## config.mk

```make
export PLATFORM = sky130hd
export DESIGN_NAME = div_bcd_out_flat
export DESIGN_NICKNAME = d
export VERILOG_FILES = /design/src/rtl/div_bcd_out_pkg.sv /design/src/rtl/div_bcd_out_if.sv /design/src/rtl/div_bcd_out_dabble_step.sv /design/src/rtl/div_bcd_out.sv /design/src/flat_wrapper.sv
export SDC_FILE = /design/constraint.sdc
export NUM_CORES = 1
export LEC_CHECK = 0
export ABC_CLOCK_PERIOD_IN_PS = 1650
export BUFFER_PORTS_ARGS = -buffer_cell sky130_fd_sc_hd__buf_2
export CORE_MARGIN = 2
export CORE_UTILIZATION = 45
export CTS_BUF_LIST = sky130_fd_sc_hd__clkbuf_8 sky130_fd_sc_hd__clkbuf_16
export DETAILED_ROUTE_END_ITERATION = 16
export GPL_ROUTABILITY_DRIVEN = 1
export HOLD_SLACK_MARGIN = 0.05
export PLACE_DENSITY = 0.67
export SYNTH_ARGS = -nofsm -noshare
export SYNTH_HDL_FRONTEND = slang
export SYNTH_HIERARCHICAL = 1
export SYNTH_SLANG_ARGS = --single-unit
```

## constraint.sdc

```tcl
create_clock -name clk -period 1.65 [get_ports clk]
set_input_delay 0.33 -clock clk [delete_from_list [all_inputs] [get_ports clk]]
set_output_delay 0.33 -clock clk [all_outputs]
set_load 0.02 [all_outputs]
```

## src/rtl/div_bcd_out_pkg.sv

```systemverilog
// Shared types and constants for the div_bcd_out BCD output stage.
// Optional ASCII outputs are enabled with `define DIV_BCD_ASCII_EN.
package div_pkg;

   typedef enum logic [1:0] {
      IDLE,
      CONV,
      DONE
   } state_t;

   localparam int unsigned W_DEF  = 8;
   localparam int unsigned ND_DEF = 3;
   localparam int unsigned BCD_DW = 4;
   localparam logic [7:0]  ASCII_ZERO = 8'h30;

   // Used at elaboration to confirm ND decimal digits can hold 2^W-1.
   function automatic longint unsigned pow10(input int unsigned n);
      longint unsigned p;
      p = 1;
      for (int unsigned i = 0; i < n; i++) p = p * 10;
      return p;
   endfunction

endpackage

```

## src/rtl/div_bcd_out_if.sv

```systemverilog
// Handshake bundle between the divider, the BCD converter and its consumer.
// Carries q_ascii/r_ascii only when DIV_BCD_ASCII_EN is defined.
interface div_bcd_out_if import div_pkg::*; #(
   parameter int unsigned W  = W_DEF,
   parameter int unsigned ND = ND_DEF
) ();

   logic                   in_valid;
   logic                   in_ready;
   logic [W-1:0]           in_quotient;
   logic [W-1:0]           in_remainder;
   logic                   out_valid;
   logic                   out_ready;
   logic [BCD_DW*ND-1:0]   q_bcd;
   logic [BCD_DW*ND-1:0]   r_bcd;
`ifdef DIV_BCD_ASCII_EN
   logic [8*ND-1:0]        q_ascii;
   logic [8*ND-1:0]        r_ascii;

   modport master (
      output in_valid, in_quotient, in_remainder, out_ready,
      input  in_ready, out_valid, q_bcd, r_bcd, q_ascii, r_ascii
   );

   modport slave (
      input  in_valid, in_quotient, in_remainder, out_ready,
      output in_ready, out_valid, q_bcd, r_bcd, q_ascii, r_ascii
   );
`else
   modport master (
      output in_valid, in_quotient, in_remainder, out_ready,
      input  in_ready, out_valid, q_bcd, r_bcd
   );

   modport slave (
      input  in_valid, in_quotient, in_remainder, out_ready,
      output in_ready, out_valid, q_bcd, r_bcd
   );
`endif

endinterface

```

## src/rtl/div_bcd_out_dabble_step.sv

```systemverilog
// One double-dabble iteration: add 3 to every BCD digit >= 5, then shift
// {bcd, bin} left by one. Purely combinational.
module bcd_dabble_step import div_pkg::*; #(
   parameter int unsigned W  = W_DEF,
   parameter int unsigned ND = ND_DEF
) (
   input  logic [BCD_DW*ND-1:0] bcd_i,
   input  logic [W-1:0]         bin_i,
   output logic [BCD_DW*ND-1:0] bcd_o,
   output logic [W-1:0]         bin_o
);

   logic [BCD_DW*ND-1:0] adj;

   always_comb begin
      adj = bcd_i;
      for (int unsigned d = 0; d < ND; d++) begin
         if (bcd_i[d*BCD_DW +: BCD_DW] >= 4'd5)
            adj[d*BCD_DW +: BCD_DW] = bcd_i[d*BCD_DW +: BCD_DW] + 4'd3;
      end
   end

   // The bit shifted out of the top digit is always zero given 10^ND > 2^W-1.
   assign bcd_o = (BCD_DW*ND)'({adj, bin_i[W-1]});
   assign bin_o = {bin_i[W-2:0], 1'b0};

endmodule

```

## src/rtl/div_bcd_out.sv

```systemverilog
// Accepts one quotient/remainder pair, converts both to packed BCD one bit per
// cycle, and holds the result until consumed. DIV_BCD_ASCII_EN adds ASCII copies.
module div_bcd_out import div_pkg::*; #(
   parameter int unsigned W  = W_DEF,
   parameter int unsigned ND = ND_DEF
) (
   input  logic          clk,
   input  logic          rst,
   div_bcd_out_if.slave  bus
);

   localparam int unsigned CW = $clog2(W + 1);
   localparam int unsigned BW = BCD_DW * ND;

   if (pow10(ND) <= ((64'd1 << W) - 64'd1)) begin : g_nd_check
      $error("div_bcd_out: ND decimal digits cannot represent 2^W-1");
   end

   state_t          state_q, state_d;
   logic [CW-1:0]   cnt_q, cnt_d;
   logic [W-1:0]    qbin_q, qbin_d, rbin_q, rbin_d;
   logic [BW-1:0]   qacc_q, qacc_d, racc_q, racc_d;
   logic [BW-1:0]   q_bcd_q, q_bcd_d, r_bcd_q, r_bcd_d;

   logic [BW-1:0]   q_step_bcd, r_step_bcd;
   logic [W-1:0]    q_step_bin, r_step_bin;

   bcd_dabble_step #(.W(W), .ND(ND)) u_step_q (
      .bcd_i (qacc_q),
      .bin_i (qbin_q),
      .bcd_o (q_step_bcd),
      .bin_o (q_step_bin)
   );

   bcd_dabble_step #(.W(W), .ND(ND)) u_step_r (
      .bcd_i (racc_q),
      .bin_i (rbin_q),
      .bcd_o (r_step_bcd),
      .bin_o (r_step_bin)
   );

`ifdef DIV_BCD_ASCII_EN
   logic [8*ND-1:0] q_ascii_q, q_ascii_d, r_ascii_q, r_ascii_d;
   logic [8*ND-1:0] q_ascii_nx, r_ascii_nx;

   always_comb begin
      q_ascii_nx = '0;
      r_ascii_nx = '0;
      for (int unsigned d = 0; d < ND; d++) begin
         q_ascii_nx[d*8 +: 8] = ASCII_ZERO | {4'h0, q_step_bcd[d*BCD_DW +: BCD_DW]};
         r_ascii_nx[d*8 +: 8] = ASCII_ZERO | {4'h0, r_step_bcd[d*BCD_DW +: BCD_DW]};
      end
   end
`endif

   always_comb begin
      state_d = state_q;
      cnt_d   = cnt_q;
      qbin_d  = qbin_q;
      rbin_d  = rbin_q;
      qacc_d  = qacc_q;
      racc_d  = racc_q;
      q_bcd_d = q_bcd_q;
      r_bcd_d = r_bcd_q;
`ifdef DIV_BCD_ASCII_EN
      q_ascii_d = q_ascii_q;
      r_ascii_d = r_ascii_q;
`endif
      case (state_q)
         IDLE: begin
            if (bus.in_valid) begin
               qbin_d  = bus.in_quotient;
               rbin_d  = bus.in_remainder;
               qacc_d  = '0;
               racc_d  = '0;
               cnt_d   = '0;
               state_d = CONV;
            end
         end
         CONV: begin
            qbin_d = q_step_bin;
            rbin_d = r_step_bin;
            qacc_d = q_step_bcd;
            racc_d = r_step_bcd;
            cnt_d  = cnt_q + CW'(1);
            // Latch straight from the step outputs so the result lands on the W-th edge.
            if (cnt_q == CW'(W - 1)) begin
               q_bcd_d = q_step_bcd;
               r_bcd_d = r_step_bcd;
`ifdef DIV_BCD_ASCII_EN
               q_ascii_d = q_ascii_nx;
               r_ascii_d = r_ascii_nx;
`endif
               state_d = DONE;
            end
         end
         DONE: begin
            if (bus.out_ready) state_d = IDLE;
         end
         default: state_d = IDLE;
      endcase
   end

   always_ff @(posedge clk) begin
      if (rst) begin
         state_q <= IDLE;
         cnt_q   <= '0;
         qbin_q  <= '0;
         rbin_q  <= '0;
         qacc_q  <= '0;
         racc_q  <= '0;
         q_bcd_q <= '0;
         r_bcd_q <= '0;
`ifdef DIV_BCD_ASCII_EN
         q_ascii_q <= '0;
         r_ascii_q <= '0;
`endif
      end else begin
         state_q <= state_d;
         cnt_q   <= cnt_d;
         qbin_q  <= qbin_d;
         rbin_q  <= rbin_d;
         qacc_q  <= qacc_d;
         racc_q  <= racc_d;
         q_bcd_q <= q_bcd_d;
         r_bcd_q <= r_bcd_d;
`ifdef DIV_BCD_ASCII_EN
         q_ascii_q <= q_ascii_d;
         r_ascii_q <= r_ascii_d;
`endif
      end
   end

   assign bus.in_ready  = (state_q == IDLE);
   assign bus.out_valid = (state_q == DONE);
   assign bus.q_bcd     = q_bcd_q;
   assign bus.r_bcd     = r_bcd_q;
`ifdef DIV_BCD_ASCII_EN
   assign bus.q_ascii   = q_ascii_q;
   assign bus.r_ascii   = r_ascii_q;
`endif

endmodule

```

## src/flat_wrapper.sv

```systemverilog
// flat-port wrapper written by rule: the top's interface ports become plain ports
module div_bcd_out_flat import div_pkg::*;
#(
   parameter int unsigned W  = W_DEF,
   parameter int unsigned ND = ND_DEF
)
  (clk, rst, bus_in_valid, bus_in_quotient, bus_in_remainder, bus_out_ready, bus_in_ready, bus_out_valid, bus_q_bcd, bus_r_bcd);
  div_bcd_out_if #(.W(W), .ND(ND)) bus_i ();
  input  logic clk;
  input  logic rst;
  input wire logic [$bits(bus_i.in_valid)-1:0] bus_in_valid;
  input wire logic [$bits(bus_i.in_quotient)-1:0] bus_in_quotient;
  input wire logic [$bits(bus_i.in_remainder)-1:0] bus_in_remainder;
  input wire logic [$bits(bus_i.out_ready)-1:0] bus_out_ready;
  output wire logic [$bits(bus_i.in_ready)-1:0] bus_in_ready;
  output wire logic [$bits(bus_i.out_valid)-1:0] bus_out_valid;
  output wire logic [$bits(bus_i.q_bcd)-1:0] bus_q_bcd;
  output wire logic [$bits(bus_i.r_bcd)-1:0] bus_r_bcd;
  assign bus_i.in_valid = bus_in_valid;
  assign bus_i.in_quotient = bus_in_quotient;
  assign bus_i.in_remainder = bus_in_remainder;
  assign bus_i.out_ready = bus_out_ready;
  assign bus_in_ready = bus_i.in_ready;
  assign bus_out_valid = bus_i.out_valid;
  assign bus_q_bcd = bus_i.q_bcd;
  assign bus_r_bcd = bus_i.r_bcd;
  div_bcd_out #(.W(W), .ND(ND)) u_core (.clk(clk), .rst(rst), .bus(bus_i));
endmodule
```

=== Yosys cells after proc, flatten, opt, wreduce, memory -nomap -nowiden ===
Cells that the tools add are included.

* Logic and storage cells: 51
* Register bits after elaboration: 70
* Bits of input ports: 20

* Order comparisons: 6
* Muxes and demuxes: 19
* $add $sub $neg: 7
* Eq/ne operators: 6
* Reduce and logical (&&, ||, !) cells: 5

{| class="wikitable"
|+ Operator list
! operator !! count
|-
| case mux 12 bit (2 select lines) || 2
|-
| case mux 8 bit (2 select lines) || 2
|-
| greater-or-equal comparator 4 x 3 -> 1 bit (second input constant) || 6
|-
| two-way mux 4 bit || 5
|-
| adder 4 x 2 -> 4 bit (second input constant) || 4
|-
| two-way mux 8 bit || 2
|-
| two-way mux 12 bit || 1
|-
| case mux 4 bit (2 select lines) || 1
|-
| adder 3 x 2 -> 3 bit (second input constant) || 2
|-
| two-way mux 2 bit || 3
|-
| two-way mux 3 bit || 2
|-
| case mux 2 bit (3 select lines) || 1
|-
| adder 4 x 1 -> 4 bit (second input constant) || 1
|-
| equality test 4 x 3 -> 1 bit (second input constant) || 1
|-
| != test 2 bit (second input constant) || 2
|-
| AND reduction 2 bit || 2
|-
| AND reduction 3 bit || 1
|-
| equality test 2 x 1 -> 1 bit (second input constant) || 1
|-
| equality test 2 bit (second input constant) || 1
|-
| zero test 2 bit || 1
|-
| != test 2 x 1 -> 1 bit (second input constant) || 1
|-
| nonzero test 2 bit || 1
|}

=== Depth between registers and ports, before layout ===
Gate-level depths: netlist (run 1).

* Depth in word-level cells: 3
* Gate-level depth with buffers: 7

=== Cells and area by module ===
Netlist (run 1), hierarchy kept.

{| class="wikitable"
|+ Modules (own cells, without submodules)
! module !! times used !! area each (um^2) !! cells an instance
|-
| div_bcd_out || 1 || 2832.7 || 312
|-
| bcd_dabble_step || 2 || 355.3 || 54
|}

=== Least setup slack after synthesis (run 1) ===
Ideal clock, no wire load.

* Path kind: register to register
* Start: reg u_core.cnt_q[0]
* End: reg u_core.r_bcd_q[3], in the netlist u_core/bus.r_bcd[3]
* Arrival time: 1.436 ns
* Path slack: 0.099 ns
* Data required time: 1.534 ns
* Cell stages (with the launch flop): 8
* Path buffers: 3
* Cell sequence: dfxtp_1 > ha_1 > and4b_1 > buf_6 > and2_4 > buf_6 > buf_6 > a31o_1

* Longest elaborated chain between the ends: 2

{| class="wikitable"
|+ RTL lines
! what !! RTL line !! source
|-
| start: declaration || div_bcd_out.sv:20 || <nowiki>logic [CW-1:0] cnt_q, cnt_d;</nowiki>
|-
| start signal: assignment || div_bcd_out.sv:120 || <nowiki>cnt_q <= cnt_d;</nowiki>
|-
| equality test 4 x 3 -> 1 bit || div_bcd_out.sv:87 || <nowiki>if (cnt_q == CW'(W - 1)) begin</nowiki>
|-
| AND reduction 2 bit (no source line) || - ||
|-
| end signal: assignment || div_bcd_out.sv:126 || <nowiki>r_bcd_q <= r_bcd_d;</nowiki>
|-
| end: declaration || div_bcd_out.sv:23 || <nowiki>logic [BW-1:0] q_bcd_q, q_bcd_d, r_bcd_q, r_bcd_d;</nowiki>
|}

Every way passes these cells.
A chain may end at the register's enable or synchronous reset.

=== Worst setup path after layout (run 1) ===
* Start: reg u_core.state_q[1]
* End: out bus_out_valid

* Longest elaborated chain between the ends: 1

{| class="wikitable"
|+ RTL lines
! what !! RTL line !! source
|-
| start: declaration || div_bcd_out.sv:19 || <nowiki>state_t state_q, state_d;</nowiki>
|-
| start signal: assignment || div_bcd_out.sv:119 || <nowiki>state_q <= state_d;</nowiki>
|-
| equality test 2 bit || div_bcd_out.sv:135 || <nowiki>assign bus.out_valid = (state_q == DONE);</nowiki>
|-
| end: declaration || flat_wrapper.sv:16 || <nowiki>output wire logic [$bits(bus_i.out_valid)-1:0] bus_out_valid;</nowiki>
|}

Every way passes these cells.

==> results.md, run 1 <==
Floorplanning:
- The I/O pin count is 46.
- The starting utilization of the core area is 0.4609.
- The vertical die dimension is 92.74 um.
- The floorplan has 32 rows.
- The total die area is 8600 sq um.
- The die is 92.74 um wide.
- The core area is 7687 sq um.

Power and ir drop:
- Of the total power, the share spent switching nets is 0.2297.
- The internal cell power is 0.002702 W.
- The power density over the cells is a little under 900 nW/um^2.
- The clock network fraction of total power is 0.421.
- Summed over all nets, the switching power comes to 0.0008057 W.
- After layout, the design draws a total of about 0.0035 W.
- The largest vdd supply drop is 423.5 uV.
- The relative contribution of combinational cells to total power is 0.076.
- The portion of total power attributed to sequential cells is 0.503.
- For this design the static power due to leakage is 1.691 nW.

Outcome:
- The run finished with clean final reports.

Clock tree:
- The maximum buffer depth of the clock tree is 2.
- The later pin in the worst-skew pair is clocked with a latency of 340 ps.
- The CTS sink count is 70.
- The CTS buffer count is 9.
- TritonCTS built the clock tree.
- After clock tree synthesis, the clock-pin slew on the worst setup and hold paths is 70 ps.
- The number of hold buffers added after CTS was 0.
- The tree is rooted in a sky130_fd_sc_hd__clkbuf_8.
- The number of levels in the clock H-tree is 3.

Critical path:
- In this run the worst path has a maximum fanout of 8.
- The slowest stage of the critical path belongs to the cell sky130_fd_sc_hd__dfxtp_1.
- The critical path's largest stage delay is 490 ps.
- The worst reg2reg path startpoint is u_core/racc_q[1]$_SDFFE_PP0P_.
- Among cell families on the critical path, the largest total delay comes from flip-flops.
- STA classifies the critical path startpoint as a flip-flop.
- For the worst setup path, the data required time is 1320 ps.
- Traced cell by cell, the critical path runs through nor2b_1 > buf_4.
- The critical path class is reg2out.
- Counting both buffers and inverters, the worst setup path holds a total of 1.
- The arrival time at the worst endpoint is 1210 ps.
- In this run the worst setup path begins at u_core/state_q[1]$_SDFFE_PP0P_.
- The kind of capture point of the worst setup path is a primary output.

STA:
- The count of pins over their slew limit came to 0.
- The total of endpoints with negative setup slack in the final report is 0.
- The minimum clock period after layout is ~1500 ps.
- The number of endpoints with negative hold slack in the final report came to 0.
- Setup repair after global routing left no endpoint under its margin.
- The final setup skew is ~9.4 ps.
- The total negative slack for setup checks is 0 ps.
- For this run, the top clock speed supported by timing is 649.9 MHz.
- The final period utilization is 0.9325.

Place:
- The count of input and output buffers is 45.
- The weighted congestion reported at the end of routability-driven placement is 0.7477.
- Detailed placement finished with a half-perimeter wire length of just over 5000 um.

Logic synthesis:
- The sequential cell area fraction in the yosys report is 0.3955.
- The synthesized flop and latch total is 70.
- After technology mapping, the gate count stands at 420.
- The synthesized area per cell is about 8.4 sq um.
- The commonest cells after synthesis are sky130_fd_sc_hd__dfxtp_1, sky130_fd_sc_hd__nor2_1, sky130_fd_sc_hd__nand2b_1, sky130_fd_sc_hd__a21oi_1, sky130_fd_sc_hd__nand2_1.
- Yosys mapped the design onto 35 distinct sky130hd cell types.
- After synthesis, the share of flip-flops with an asynchronous set or reset is 0.
- The cell area after synthesis is around 3500 sq um.
- The synthesized netlist net count is ~450.
- The biggest area contributor in the post-synthesis netlist is sky130_fd_sc_hd__dfxtp_1.
- In the post-synthesis netlist, the cell with the most instances is sky130_fd_sc_hd__dfxtp_1.
- The most frequently used flop master after synthesis is sky130_fd_sc_hd__dfxtp_1.
- After synthesis, the cell types taking the most area are sky130_fd_sc_hd__dfxtp_1, sky130_fd_sc_hd__nand2b_1, sky130_fd_sc_hd__nor2_1, sky130_fd_sc_hd__a22oi_1, sky130_fd_sc_hd__a21oi_1.
- The number of synthesized flops with an enable pin is 0.
- Of the post-synthesis cell area, the dominant cell type holds 0.3955.
- The number of warnings issued by yosys is 6.

Route:
- The wire length after detailed routing is 7457 um.
- Detailed routing inserted a total of around 2.9k vias.
- The routed length per instance is 13.48 um.
- In the routed design, unresolved DRC markers number 0.
- The length of the first detailed-routing pass in iterations is 5.
- Using the TritonRoute via totals, the vias-per-cell ratio works out to 5.271.
- The first routing iteration left 100 violations.
- The detail route stage leaves a number of antenna-violating nets equal to 0.

Finish:
- The total number of nets in the final design is 479.
- The area added between synthesis and finish is 12.08%.
- The number of inserted filler cells in the final layout is 743.
- The number of inserted diodes is 0.
- The fraction of final layout cells sized beyond drive strength 1 is 0.2151.

Min path:
- The path class of the lowest-slack min-delay path is in2reg.
- The startpoint identified for the worst hold timing path is bus_in_quotient[5].

GRT:
- The initial antenna violation count is 0.
- For this run, the total global-route usage over all layers was measured as 0.1784.
- Entering global routing, the biggest net connects 25 pins.
- For this run the aggregate overflow at the end of global routing stands at 0.
- The first global-routing pass estimated between 10000 and 15000 um of wire.
- The via count of the first global-routing pass is 2725.

Flow run:
- Max-cap violations in this run came to 0.
## routing by layer
metal | global-route usage | vias to the layer above | wire [um]
li1 | - | 1479 | -
met1 | 0.2284 | 1371 | 3559
met2 | 0.2968 | 54 | 3524
met3 | 0.03662 | 11 | 279
met4 | 0.06618 | 0 | 93
met5 | 0 | - | 0
## sequential cells by signal (all words and copies together), names as in the netlist
signal / cells
u_core/state_q: 2
u_core/qbin_q: 8
u_core/cnt_q: 4
u_core/rbin_q: 8
u_core/bus.q_bcd: 12
u_core/bus.r_bcd: 12
u_core/racc_q: 12
u_core/qacc_q: 12
## power groups by stage
stage,Sequential [W],Combinational (W),Clock [W]
2_1_floorplan,0.00179,0.000236,0
3_3_place_gp,0.00180,0.000263,0
3_5_place_dp,0.00180,0.000267,0
4_1_cts,0.00176,0.000268,0.00151
5_1_grt,0.00177,0.000300,0.00159
6_report,0.00176,0.000268,0.00148
## cell usage in the layout (no fill, tap or decap), types with 5 or more instances in the layout
cell type and n:
sky130_fd_sc_hd__nand2_1 30, sky130_fd_sc_hd__nor2_1 53, sky130_fd_sc_hd__nand2b_1 35, sky130_fd_sc_hd__inv_1 15
sky130_fd_sc_hd__ha_1 13, sky130_fd_sc_hd__clkbuf_8 13, sky130_fd_sc_hd__a31o_1 19, sky130_fd_sc_hd__a22oi_1 26
sky130_fd_sc_hd__buf_4 21, sky130_fd_sc_hd__mux2i_1 5, sky130_fd_sc_hd__buf_2 44, sky130_fd_sc_hd__a211oi_1 13
sky130_fd_sc_hd__xnor2_1 6, sky130_fd_sc_hd__o21ai_0 9, sky130_fd_sc_hd__a21oi_1 34, sky130_fd_sc_hd__a21oi_2 6
sky130_fd_sc_hd__dfxtp_1 69, sky130_fd_sc_hd__o2bb2ai_1 7
## timing repair
item,in CTS,in global routing
buffers inserted,0,1
hold endpoints to repair,0,0
resized for setup,0,3
setup endpoints to repair,0,2
## worst paths after layout
check,to,slack [ps],cells past startpoint
max,bus_out_valid,110,2
min,u_core/qbin_q[5]$_SDFFE_PP0P_,290,3
max reg2reg,u_core/racc_q[1]$_SDFFE_PP0P_,120,8
min reg2reg,u_core/qbin_q[3]$_SDFFE_PP0P_,450,2
## stage by stage
| step | setup slack, ps | utilization | cells | hold WS (ps) | cell area [sq um] |
|---|---|---|---|---|---|
| after CTS | 51.83 | 0.5146 | 552 | 272.1 | 3956 |
| after global placement | 192.5 | 0.4862 | 536 | 432.6 | 3737 |
| after detailed placement | 157.3 | 0.4862 | 536 | 443.7 | 3737 |
| after floorplan | 98.58 | - | 420 | 465.4 | 3543 |
| after global routing | 3.680 | 0.5166 | 553 | 286.3 | 3971 |
| final | 111.4 | 0.5166 | 553 | 294.4 | 3971 |
## worst reg2reg max path, stage by stage (launching register included)
cell and delay, ps:
sky130_fd_sc_hd__dfxtp_1 340, sky130_fd_sc_hd__inv_1 80, sky130_fd_sc_hd__ha_1 190, sky130_fd_sc_hd__nand2b_1 170, sky130_fd_sc_hd__a21oi_2 190, sky130_fd_sc_hd__buf_4 140
sky130_fd_sc_hd__xnor2_1 70, sky130_fd_sc_hd__a22oi_1 180, sky130_fd_sc_hd__nor2_1 60
## area by class of cell
type,count,area [sq um],area share
multi-input combinational,284,1784,0.4493
clock inverter,3,40.04,0.01008
timing repair buffer,65,377.9,0.09515
tap,102,127.6,0.03214
clock buffer,13,178.9,0.04505
inverter,16,60.06,0.01512
sequential,70,1403,0.3532
## kinds of logic (layout without fill, tap and decap cells)
family / after synthesis / count (layout) / synth area share
buf+inv: 66 / 97 / 0.1038
other cells: 2 / 2 / 0.002119
flops: 70 / 70 / 0.3955
fa+ha+maj: 13 / 13 / 0.04591
xor+xnor: 6 / 6 / 0.01483
simple gates: 128 / 128 / 0.1681
mux: 6 / 6 / 0.01695
compound gates: 129 / 129 / 0.2528
No activity file was read; power rests on OpenSTA's default activity.
==> run 2, diff against run 1 <==
Settings changed: ABC_CLOCK_PERIOD_IN_PS 1650 to 1500, PLACE_DENSITY 0.67 to 0.65, TNS_END_PERCENT set to 30.
Clock period 1.65 ns to 1.5 ns, I/O delays scaled along.
==> run 2 against run 1 <==
Against the previous run:
- register-to-register slack worse by 60 ps
- wire length up 8.5%
- global-route usage up 0.66 points
- flip-flop and latch count unchanged
- non-clock buffer count down 1
- via count up 2.4%
- critical path type is now reg2reg
- highest routed layer unchanged
==> results.md, run 2 (same netlist as run 1, synthesis figures left out) <==
STA:
- The total of endpoints with negative setup slack in the final report is 0.
- The final setup skew is 9.337 ps.
- The number of endpoints with negative hold slack in the final report is 0.
- The count of pins over their slew limit is 0.
- The worst-case setup margin in the final layout is 56.64 ps.
- The final period utilization is 0.9622.
- The minimum clock period after layout is 1443 ps.
- Final hold analysis gives a worst-case slack of 234.3 ps.
- Derived from the worst setup path, the maximum achievable clock frequency is about 700 MHz.

Critical path:
- The signal on the critical path passes through inv_2 > ha_1 > nand2b_4 > a21oi_4 > mux2i_2 > a22oi_1 > nor2_1.
- The most critical setup path has its startpoint at u_core/qacc_q[5]$_SDFFE_PP0P_.
- The critical path's largest stage delay is ~350 ps.
- On the critical path the largest part of the delay comes from flip-flops.
- Counting both buffers and inverters, the worst setup path holds a total of 1.
- The worst setup path is launched from a flip-flop.
- The worst setup path is of the reg2reg kind.
- The required time of the critical path is 1790 ps.
- The kind of capture point of the worst setup path is a flip-flop.
- The worst-path cell with the longest stage delay is sky130_fd_sc_hd__dfxtp_2.
- The peak fanout along the critical path is 3.
- Data on the critical path arrives at its endpoint at 1740 ps.
- The worst register-to-register path begins at u_core/qacc_q[5]$_SDFFE_PP0P_.

Floorplanning:
- The die is between 90 and 100 um tall.
- The floorplan step defined a die boundary enclosing around 8600 sq um.
- The core region is 7687 sq um.
- The chip width is 92.74 um.
- The number of rows created at floorplan is 32.
- The starting utilization of the core area is 0.4609.
- 46 I/O pins were placed.

Power and ir drop:
- The analysis attributes to cell leakage a power of 1.768 nW.
- The share of total power dissipated in combinational logic is 0.072.
- The switching power is 0.0009510 W.
- Cell internal power was estimated by the tool at 0.003476 W.
- Of the total power, the share spent switching nets is 0.2148.
- The portion of total power attributed to sequential cells is 0.437.
- Power spread over the standard cell area amounts to ~1000 nW/um^2.
- The clock network fraction of total power is 0.491.
- The largest vdd supply drop is 565.7 uV.
- The power consumption is 0.004427 W.

GRT:
- The global-route usage over all layers is 0.1849.
- The via count of the first global-routing pass is 2801.
- The first global-routing pass estimated 12760 um of wire.
- The total grt overflow is 0.
- Entering global routing, the biggest net connects 36 pins.
- The initial antenna violation count is 0.

Finish:
- The cell area after layout is roughly 4300 sq um.
- The final layout contains 479 nets.
- The area taken by flip-flops and latches is 1420 sq um.
- The repair_antennas step left the layout with diodes totalling 0.
- The most common cell after layout, fill and taps aside is sky130_fd_sc_hd__dfxtp_1.
- In the layout the commonest cells are sky130_fd_sc_hd__dfxtp_1, sky130_fd_sc_hd__nor2_1, sky130_fd_sc_hd__buf_2.
- The fraction of final layout cells sized beyond drive strength 1 is 0.2949.
- The area added between synthesis and finish is 20.62%.
- Summing all multi-input logic gate instances after layout gives 1958 sq um.
- The number of inserted filler cells in the final layout is around 740.

Place:
- Routability-driven placement finished with a final weighted congestion of 0.8165.
- At the placement stage, the worst setup path has a slack of -47.26 ps.
- In this run the cell area measured after placement is between 3000 and 4000 sq um.
- Detailed placement ended at an HPWL of roughly 5000 um.
- The count of input and output buffers is 45.

Route:
- The ratio of routed vias to standard cells is 5.398.
- The routed layout has slightly below 3k vias.
- The count of routing violations after the opening detailed-route iteration is 127.
- Before antenna repair, the detailed router went through 4 iterations.
- For this block, the routed nets add up to 8092 um of wire.
- Dividing the detail-routed wire length by the instance count gives 14.63 um.
- The residual antenna-violating net count after detailed routing is 0.
- The remaining design rule violation count is 0.

Clock tree:
- The CTS buffer count is 9.
- The insertion delay to the later sink of the worst-skew pair is approximately 350 ps.
- The number of hold-repair buffers added at the cts stage is 0.
- The tree is rooted in a sky130_fd_sc_hd__clkbuf_8.
- The clock tree synthesis step divided the H-tree into 3 levels.
- The maximum buffer depth of the clock tree is 2.
- TritonCTS built the clock tree.
- Clock-pin slew was measured on the worst setup and hold paths at about 80 ps.
- CTS saw 70 sinks.

Outcome:
- The run finished with clean final reports.

Min path:
- The launch point of the worst hold path is bus_in_quotient[5].
- The path class of the tightest hold or removal check is in2reg.

Flow run:
- Across the run, the number of max-cap violations was 0.
[run 2: power groups by stage]
stage	Combinational [W]	Clock [W]	Sequential, W
global route	0.000355	0.00229	0.00194
floorplan	0.000260	0	0.00197
global placement	0.000301	0	0.00198
CTS	0.000307	0.00220	0.00193
detailed placement	0.000305	0	0.00198
finish	0.000319	0.00217	0.00193
[run 2: worst paths after layout]
check,end,slack [ps],cells after the start
setup / recovery,u_core/qacc_q[6]$_SDFFE_PP0P_,60,7
hold / removal,u_core/qbin_q[5]$_SDFFE_PP0P_,230,3
setup reg to reg,u_core/qacc_q[6]$_SDFFE_PP0P_,60,7
hold reg to reg,u_core/qbin_q[5]$_SDFFE_PP0P_,450,2
[run 2: area by class of cell]
class,count,area share
Clock buffer,9,0.02898
Inverter,16,0.01464
Multi-Input combinational cell,285,0.4581
Sequential cell,70,0.3323
Clock inverter,7,0.03776
Tap cell,102,0.02986
Timing Repair Buffer,64,0.09836
[run 2: worst register-to-register path: stages, from the launching register on]
cell and delay (ps):
sky130_fd_sc_hd__dfxtp_2 350, sky130_fd_sc_hd__inv_2 60, sky130_fd_sc_hd__ha_1 180, sky130_fd_sc_hd__nand2b_4 150, sky130_fd_sc_hd__a21oi_4 160, sky130_fd_sc_hd__mux2i_2 270, sky130_fd_sc_hd__a22oi_1 120, sky130_fd_sc_hd__nor2_1 90
[run 2: what timing repair did]
action,CTS,global route
setup buffers,0,3
pin swaps,3,15
cloned,0,1
setup endpoints to repair,4,28
gates resized for setup,4,46
[run 2: stage by stage]
step | util | TNS [ps] | cells
3_5_place_dp | 0.4901 | -47.26 | 533
4_1_cts | 0.5286 | 0 | 549
2_1_floorplan | - | 0 | 420
6_report | 0.5560 | 0 | 553
3_3_place_gp | 0.4901 | 0 | 533
5_1_grt | 0.5560 | -37.62 | 553
[run 2: per-layer routing]
| layer | part of all wire | up-vias | global-route usage |
|---|---|---|---|
| met2 | 0.47 | 64 | 0.3078 |
| met3 | 0.045 | 7 | 0.04068 |
| met4 | 0.012 | 0 | 0.06618 |
| met5 | 0 | - | 0 |
| met1 | 0.48 | 1424 | 0.2360 |
| li1 | - | 1490 | - |
